--- src/rtl/fetch_pkg.sv ---
// Shared types for the instruction fetch router.
package fetch_pkg;

  localparam int MAX_REGIONS = 8;

  typedef enum logic [1:0] {
    ST_IDLE = 2'b00,
    ST_WAIT = 2'b01,
    ST_RESP = 2'b10
  } fetch_state_e;

  typedef enum logic [1:0] {
    ERR_OK         = 2'b00,
    ERR_UNMAPPED   = 2'b01,
    ERR_MISALIGNED = 2'b10
  } fetch_err_e;

endpackage

--- src/rtl/memory_mapping_pkg.sv ---
// Address map of the instruction-capable memories and the default
// region tables used by the fetch router.
package memory_mapping;

  localparam logic [31:0] INST_ROM_BEGIN = 32'h0000_0000;
  localparam logic [31:0] INST_ROM_END   = 32'h0000_4000;
  localparam logic [31:0] DATA_RAM_BEGIN = 32'h1000_0000;
  localparam logic [31:0] DATA_RAM_END   = 32'h1001_0000;

  localparam int DEFAULT_N_REG = 2;

  localparam logic [31:0] DEFAULT_REG_BASE [DEFAULT_N_REG] = '{INST_ROM_BEGIN, DATA_RAM_BEGIN};
  localparam logic [31:0] DEFAULT_REG_END  [DEFAULT_N_REG] = '{INST_ROM_END,   DATA_RAM_END};
  localparam logic [3:0]  DEFAULT_REG_WAIT [DEFAULT_N_REG] = '{4'd0, 4'd0};

endpackage

--- src/rtl/inst_fetch_router_decoder.sv ---
// Combinational window decoder: finds the lowest-index region whose
// [base, end) window contains the address, and flags misalignment.
module addr_region_decoder
  import memory_mapping::*;
#(
  parameter int N_REG  = 2,
  parameter int ADDR_W = 32,
  parameter int IDX_W  = (N_REG > 1) ? $clog2(N_REG) : 1,
  parameter logic [ADDR_W-1:0] REG_BASE [N_REG] = DEFAULT_REG_BASE,
  parameter logic [ADDR_W-1:0] REG_END  [N_REG] = DEFAULT_REG_END
) (
  input  logic [ADDR_W-1:0] addr,
  output logic              hit,
  output logic [IDX_W-1:0]  idx,
  output logic              misaligned
);

  // Scan from the top index down so the lowest matching region wins overlaps.
  always_comb begin
    logic in_win;
    hit        = 1'b0;
    idx        = '0;
    in_win     = 1'b0;
    misaligned = (addr[1:0] != 2'b00);
    for (int k = N_REG - 1; k >= 0; k--) begin
      in_win = (addr >= REG_BASE[k]) && (addr < REG_END[k]);
      hit    = hit | in_win;
      idx    = in_win ? IDX_W'(k) : idx;
    end
  end

endmodule

--- src/rtl/inst_fetch_router.sv ---
// Instruction fetch router: decodes the fetch address to a memory region,
// issues a one-cycle read strobe, waits the region latency and returns the
// word (or an error code) through a valid/ready response.
module inst_fetch_router
  import memory_mapping::*;
  import fetch_pkg::*;
#(
  parameter int N_REG  = 2,
  parameter int ADDR_W = 32,
  parameter int DATA_W = 32,
  parameter logic [ADDR_W-1:0] REG_BASE [N_REG] = DEFAULT_REG_BASE,
  parameter logic [ADDR_W-1:0] REG_END  [N_REG] = DEFAULT_REG_END,
  parameter logic [3:0]        REG_WAIT [N_REG] = DEFAULT_REG_WAIT
) (
  input  logic                         clk,
  input  logic                         rst,
  input  logic                         flush,
  input  logic                         req_valid,
  output logic                         req_ready,
  input  logic [ADDR_W-1:0]            req_addr,
  output logic                         rsp_valid,
  input  logic                         rsp_ready,
  output logic [DATA_W-1:0]            rsp_data,
  output logic [1:0]                   rsp_err,
  output logic [N_REG-1:0]             mem_rd,
  output logic [N_REG-1:0][ADDR_W-1:0] mem_addr,
  input  logic [N_REG-1:0][DATA_W-1:0] mem_data
);

  localparam int IDX_W = (N_REG > 1) ? $clog2(N_REG) : 1;

  fetch_state_e      state_q, state_d;
  logic [3:0]        cnt_q, cnt_d;
  logic [IDX_W-1:0]  sel_q, sel_d;
  logic [ADDR_W-1:0] addr_q, addr_d;
  logic [DATA_W-1:0] data_q, data_d;
  fetch_err_e        err_q, err_d;

  logic              dec_hit;
  logic              dec_mis;
  logic [IDX_W-1:0]  dec_idx;
  logic              accept;
  logic [ADDR_W-1:0] cur_addr;

  addr_region_decoder #(
    .N_REG    (N_REG),
    .ADDR_W   (ADDR_W),
    .IDX_W    (IDX_W),
    .REG_BASE (REG_BASE),
    .REG_END  (REG_END)
  ) u_dec (
    .addr       (req_addr),
    .hit        (dec_hit),
    .idx        (dec_idx),
    .misaligned (dec_mis)
  );

  // Requests are taken when idle, or when the pending response retires this cycle.
  always_comb begin
    req_ready = 1'b0;
    if (!rst && !flush && (state_q == ST_IDLE || (state_q == ST_RESP && rsp_ready))) begin
      req_ready = 1'b1;
    end else begin
      req_ready = 1'b0;
    end
  end

  assign accept = req_valid && req_ready;

  // Read strobe in the accept cycle only; offsets follow the live address then the latched one.
  always_comb begin
    mem_rd   = '0;
    cur_addr = addr_q;
    if (accept) begin
      cur_addr = req_addr;
      if (dec_hit && !dec_mis) begin
        mem_rd[dec_idx] = 1'b1;
      end else begin
        mem_rd = '0;
      end
    end else begin
      cur_addr = addr_q;
    end
    for (int k = 0; k < N_REG; k++) begin
      mem_addr[k] = cur_addr - REG_BASE[k];
    end
  end

  // Next-state and datapath update for the IDLE/WAIT/RESP sequencer.
  always_comb begin
    state_d = state_q;
    cnt_d   = cnt_q;
    sel_d   = sel_q;
    addr_d  = addr_q;
    data_d  = data_q;
    err_d   = err_q;
    if (accept) begin
      addr_d = req_addr;
      if (dec_mis) begin
        state_d = ST_RESP;
        data_d  = '0;
        err_d   = ERR_MISALIGNED;
      end else if (dec_hit) begin
        state_d = ST_WAIT;
        sel_d   = dec_idx;
        cnt_d   = REG_WAIT[dec_idx];
      end else begin
        state_d = ST_RESP;
        data_d  = '0;
        err_d   = ERR_UNMAPPED;
      end
    end else begin
      case (state_q)
        ST_IDLE: state_d = ST_IDLE;
        ST_WAIT: begin
          if (flush) begin
            state_d = ST_IDLE;
          end else if (cnt_q != 4'd0) begin
            cnt_d = cnt_q - 4'd1;
          end else begin
            data_d  = mem_data[sel_q];
            err_d   = ERR_OK;
            state_d = ST_RESP;
          end
        end
        ST_RESP: begin
          if (flush || rsp_ready) begin
            state_d = ST_IDLE;
          end else begin
            state_d = ST_RESP;
          end
        end
        default: state_d = ST_IDLE;
      endcase
    end
  end

  // Sequencer and datapath registers with synchronous reset.
  always_ff @(posedge clk) begin
    if (rst) begin
      state_q <= ST_IDLE;
      cnt_q   <= 4'd0;
      sel_q   <= '0;
      addr_q  <= '0;
      data_q  <= '0;
      err_q   <= ERR_OK;
    end else begin
      state_q <= state_d;
      cnt_q   <= cnt_d;
      sel_q   <= sel_d;
      addr_q  <= addr_d;
      data_q  <= data_d;
      err_q   <= err_d;
    end
  end

  assign rsp_valid = (state_q == ST_RESP);
  assign rsp_data  = data_q;
  assign rsp_err   = err_q;

endmodule

--- config.mk ---
export PLATFORM = sky130hd
export DESIGN_NAME = inst_fetch_router
export DESIGN_NICKNAME = d
export VERILOG_FILES = /design/src/rtl/fetch_pkg.sv /design/src/rtl/memory_mapping_pkg.sv /design/src/rtl/inst_fetch_router_decoder.sv /design/src/rtl/inst_fetch_router.sv
export SDC_FILE = /design/constraint.sdc
export NUM_CORES = 1
export LEC_CHECK = 0
export BUFFER_PORTS_ARGS = -buffer_cell sky130_fd_sc_hd__buf_4
export CELL_PAD_IN_SITES_DETAIL_PLACEMENT = 0
export CELL_PAD_IN_SITES_GLOBAL_PLACEMENT = 1
export CORE_UTILIZATION = 28
export CTS_BUF_LIST = sky130_fd_sc_hd__clkbuf_4 sky130_fd_sc_hd__clkbuf_8
export DETAILED_ROUTE_END_ITERATION = 16
export GPL_TIMING_DRIVEN = 1
export HOLD_SLACK_MARGIN = 0.02
export PLACE_DENSITY_LB_ADDON = 0.1
export SLEW_MARGIN = 15
export SYNTH_ARGS = -nofsm -noshare
export SYNTH_HDL_FRONTEND = slang
export SYNTH_SLANG_ARGS = --single-unit
--- constraint.sdc ---
create_clock -name clk -period 2.1 [get_ports clk]
set_input_delay 0 -clock clk [delete_from_list [all_inputs] [get_ports clk]]
set_output_delay 0 -clock clk [all_outputs]
set_load 0.01 [all_outputs]
======== Word level (Yosys, flattened, before mapping) ========
Cells that the tools add are included.
word-level totals
  output and inout port bits .............. 102
  register bits ........................... 73
operators by class
  $add $sub $neg .......................... 2
  mux-type cells .......................... 37
  reduce and logical (&&, ||, !) cells .... 21
  $lt $le $gt $ge ......................... 8
  bitwise logic cells ..................... 3
  equal/unequal tests ..................... 8
operators by type and width
  kind                      count
  $mux W32                  9
  $ge A32 B1 Y1 const B     1
  $ge A32 B29 Y1 const B    1
  $lt A32 B15 Y1 const B    1
  $lt A32 B29 Y1 const B    1
  $mux W4                   8
  $sub A32 B29 Y32 const B  1
  $mux W2                   14
  $logic_and A1 B1 Y1       8
  $ne A2 B2 Y1 const B      3
  $reduce_bool A2 Y1        3
  $reduce_and A5 Y1         1
  $lt A1 B2 Y1 const B      2
  $mux W1                   4
  $ne A4 B4 Y1 const B      1
  $pmux W2 S2               1
  $reduce_and A4 Y1         1
  $reduce_bool A4 Y1        1
  $sub A4 B1 Y4 const B     1
  $logic_not A1 Y1          3
  $ne A3 B3 Y1 const B      1
  $reduce_and A3 Y1         1
  $eq A2 B1 Y1 const B      1
  $eq A2 B2 Y1 const B      1
  9 further kinds           10

======== Depth between registers and ports, before layout ========
  word-level depth ........................ 11
  depth in mapped cells ................... 10
  gate-level depth less buffers ........... 7

======== Modules after synthesis ========
A second synthesis with hierarchy kept.
second synthesis, totals
  cells, all modules ...................... 402
  area, all modules ....................... 4071.4 um2
modules (own cells, without submodules)
  module               area each (um2)  cells an instance  sequential area each (um2)  instances
  inst_fetch_router    4003.8           391                1461.4                      1
  addr_region_decoder  67.6             11                 0.0                         1

======== Worst setup path before layout ========
OpenSTA, ideal clock, no wires.
  kind .................................... flip-flop to output port
  start ................................... register state_q[0]
  end ..................................... output port mem_addr[35] (netlist bit)
  setup slack ............................. -0.018 ns
  cell stages (with the launch flop) ...... 11
  buffers on the path ..................... 4
  arrival ................................. 2.118 ns
  required time ........................... 2.100 ns
  cell sequence ........................... dfxtp_1 -> inv_1 -> ha_1 -> a21oi_1 -> or2_0 -> buf_2 -> clkbuf_1 -> buf_1 -> nand2_1 -> nand2_1 -> buf_4
RTL lines
  element                 line                      source
  from (decl)             inst_fetch_router.sv:32   fetch_state_e state_q, state_d;
  from (signal assigned)  inst_fetch_router.sv:148  state_q <= state_d;
  to (decl)               inst_fetch_router.sv:26   output logic [N_REG-1:0][ADDR_W-1:0] mem_addr,

======== Final worst setup path ========
  start ................................... input port req_addr[25]
  end ..................................... register cnt_q[1]
on the way
  word-level cells in the longest chain between the ends .. 5
  elaborated cells between the ends (all ways) .. 9
  those cells by class .................... order compare: 4; eq/ne: 1; bitwise: 1; reduce/logical: 3
ends and longest elaborated chain
  element                                 line                             source
  from (decl)                             inst_fetch_router.sv:20          input logic [ADDR_W-1:0] req_addr,
  $ge A32 B29 Y1 (tied with other cells)  inst_fetch_router_decoder.sv:26  in_win = (addr >= REG_BASE[k]) && (addr < REG_END[k]);
  $logic_and A1 B1 Y1                     inst_fetch_router_decoder.sv:26
  $or A1 B1 Y1 (*)                        inst_fetch_router_decoder.sv:27  hit = hit | in_win;
  $ne A2 B2 Y1 (no line) (*)              n/a
  $reduce_and A5 Y1 (no line) (*)         n/a
  to (signal assigned)                    inst_fetch_router.sv:149         cnt_q <= cnt_d;
  to (decl)                               inst_fetch_router.sv:33          logic [3:0] cnt_q, cnt_d;
Every way passes the cells marked *; elsewhere a longest branch is shown, timed or not.
A chain may end at the register's enable or synchronous reset.

==> results.yml <==
floorplanning:
  rows: 40
  die_w_um: 115
  coreArea_um2: 12200
  die_area_um2: 13100
  initial_utilization: 0.292
  die_y_um: 115
  ioPinCount: 203
cts:
  clock_path_buffers: 2
  clock_sinks: 73
  cts-root-buf: "clkbuf_8"
  htree_levels: 3
  clk_latency_ps: 350
  cts_tree: "built"
  numCtsBuffers: 9
  clk_pin_slew_ps: 80
placed_design:
  hpwl_um: 7650
  io_buffers: 202
  routabilityCongestion: 0.733
  pre_cts_slack_ps: -4.83
yosys:
  synth-seq-area-share: 0.412
  synth_fp_nets: 540
  synth-edff-count: 0
  syn-cell-area_um2: 3550
  ys_seq_elements: 73
  synthArstFlopShare: 0
  avgSynthCellArea_um2: 8.20
  synthFlopType: "dfxtp_1"
  synth_cell_types: 37
  ys_warn_count: 0
  syn_inst: 433
power_and_ir_drop:
  seqPwrFrac: 0.448
  pwr-share-comb: 0.196
  fin_total_pwr_mw: 3.14
  power_density_nw_per_um2: 506
  pwr-share-clk: 0.356
  leakagePower_nw: 2.78
  ir_drop_v: 0.000397
  swShare: 0.240
  switchingPower_mw: 0.754
  power.internal_mw: 2.39
route:
  finalWirelength_um: 11500
  drt_iter0_markers: 162
  drc: 0
  via_per_inst: 4.49
  vias: 3842
  dr.pass1.iters: 4
  ant_nets: 0
  route.detailed.wl_per_inst_um: 13.4
cells_and_area:
  final_cell_mix: "217 x buf_4, 112 x nand2_1, 70 x dfxtp_1, 70 x dlygate4sd3_1, 48 x a21oi_1"
  seq_area_um2: 1470
  area_growth_pct: 74.9
  finalCoreUtilization: 0.511
  drive_above_1_share: 0.381
  layout_commonest_cell: "buf_4"
  diodes: 0
  fill_cells: 1183
  num-nets-final: 790
  multi_input_comb_area_um2: 1830
worst_hold_path:
  min_to: "state_q[1]$_SDFFE_PP0P_"
  worstHoldStart: "flush"
  hold_depth: 4
  hold_class: "in2reg"
global_route:
  busiest_layer: "met2"
  antenna_found_initial: 0
  met2_usage: 0.307
  use_met1: 0.212
  use_met3: 0.0376
  grt_pass1_vias: 3815
  grt.total_usage: 0.174
  grt_max_degree: 59
  grt_remaining_overflow: 0
  grt_pass1_wl_um: 18000
timing:
  finalHoldViolations: 0
  tightest_slew_ps: 665
  max_slew_margin: 0.556
  clock-skew-final_ps: 7.59
  maxSlewViolCount: 0
  min_period_over_period: 0.976
  fin_ws_ps: 49.6
  timing.final.crit_period_ps: 2050
  setup_viol: 0
  tns_ps: 0
  clock.fmax_mhz: 488
setup_path:
  rr_endpoint: "cnt_q[1]$_SDFFE_PP0P_"
  r2r_slack_ps: 100
  cp-end-kind: "register"
  crit_type: "in2reg"
  reg2reg_depth: 8
  worstPathMaxFanout: 7
  startpoint_type: "primary input"
  timing.rr.start: "state_q[0]$_SDFFE_PP0P_"
  crit_arrival_ps: 2260
  required_ps: 2310
run_status:
  status: "finished, final reports clean"
job:
  cap_violations: 0
-- cells in the mapped netlist, drive strengths merged, types with 5 or more instances --
cell type  count  area, um2
nand2        115        432
nor3           7       35.0
mux2i         37        370
nor2          14       52.6
o2bb2ai       19        166
ha             6       75.1
inv           11       41.3
nor4           5       46.3
dfxtp         73       1460
o21ai          5       25.0
clkbuf        18       67.6
a21oi         49        245
buf           36        255
o211ai        15        113
-- per-stage QoR --
stage               instance area [um2]  hold slack, ps  std cells
floorplan                          3550            50.7        433
global placement                   5090             266        762
detailed placement                 5090             277        762
CTS                                6080            53.6        853
global route                       6210            92.2        856
finish                             6210            73.8        856
-- worst max path at each step --
stage                                       start                        end  slack, ps
final                                req_addr[25]      cnt_q[1]$_SDFFE_PP0P_         50
after global placement    state_q[0]$_SDFFE_PP0P_               mem_addr[63]         80
after CTS                 state_q[0]$_SDFFE_PP0P_               mem_addr[63]       0.09
after floorplan             cnt_q[0]$_SDFFE_PP0P_  rsp_data[10]$_SDFFE_PP0P_          1
after global routing      state_q[1]$_SDFFE_PP0P_               mem_addr[53]        -20
after detailed placement  state_q[0]$_SDFFE_PP0P_    rsp_err[0]$_SDFFE_PP0P_         -5
-- power groups by stage --
stage                     clock, mW  sequential, mW  combinational, mW
after floorplan                   0            1.44              0.216
after global placement            0            1.44              0.482
after detailed placement          0            1.44              0.484
after CTS                      1.16            1.41              0.603
after global routing           1.22            1.41              0.667
final                          1.12            1.41              0.615
-- what timing repair did --
item,in CTS,in global routing
gates resized for setup,8,22
hold endpoints to repair,51,0
gates cloned,1,1
hold buffers,70,0
pin swaps,3,4
endpoints found under the setup margin,69,65
buffers inserted,4,2
-- flip-flops by register name (all words and copies together), names as in the netlist --
signal	flops
addr_q	32
rsp_data	32
cnt_q	4
rsp_err	2
state_q	2
sel_q	1
-- critical path, cell delays in order --
cell,delay (ps)
dlygate4sd3_1,550
buf_4,140
nor4_1,400
nand4_1,170
buf_4,210
or4_4,540
a31oi_1,190
nor2_1,50
-- routing by layer --
| metal | vias to the layer above | part of all wire |
|---|---|---|
| met2 | 100 | 0.51 |
| li1 | 1957 | - |
| met3 | 10 | 0.049 |
| met1 | 1775 | 0.43 |
| met4 | 0 | 0.0097 |
| met5 | - | 0 |
-- logic make-up after synthesis --
kind of cell / count (synthesis) / share of synthesized area
multiplexers: 37 / 0.104
buffers and inverters: 65 / 0.103
XOR/XNOR: 2 / 0.00493
AO/OA/AOI/OAI: 94 / 0.168
AND/OR/NAND/NOR: 156 / 0.188
adder cells (fa/ha/maj): 6 / 0.0211
flip-flops: 73 / 0.412
-- area by class of cell --
type	count	share of cell area
timing repair buffer	293	0.394
inverter	11	0.00705
clock buffer	13	0.0258
multi-input combinational	295	0.295
clock inverter	3	0.00645
tap	168	0.0338
sequential	73	0.237
Power figures use the tool's default switching activity.
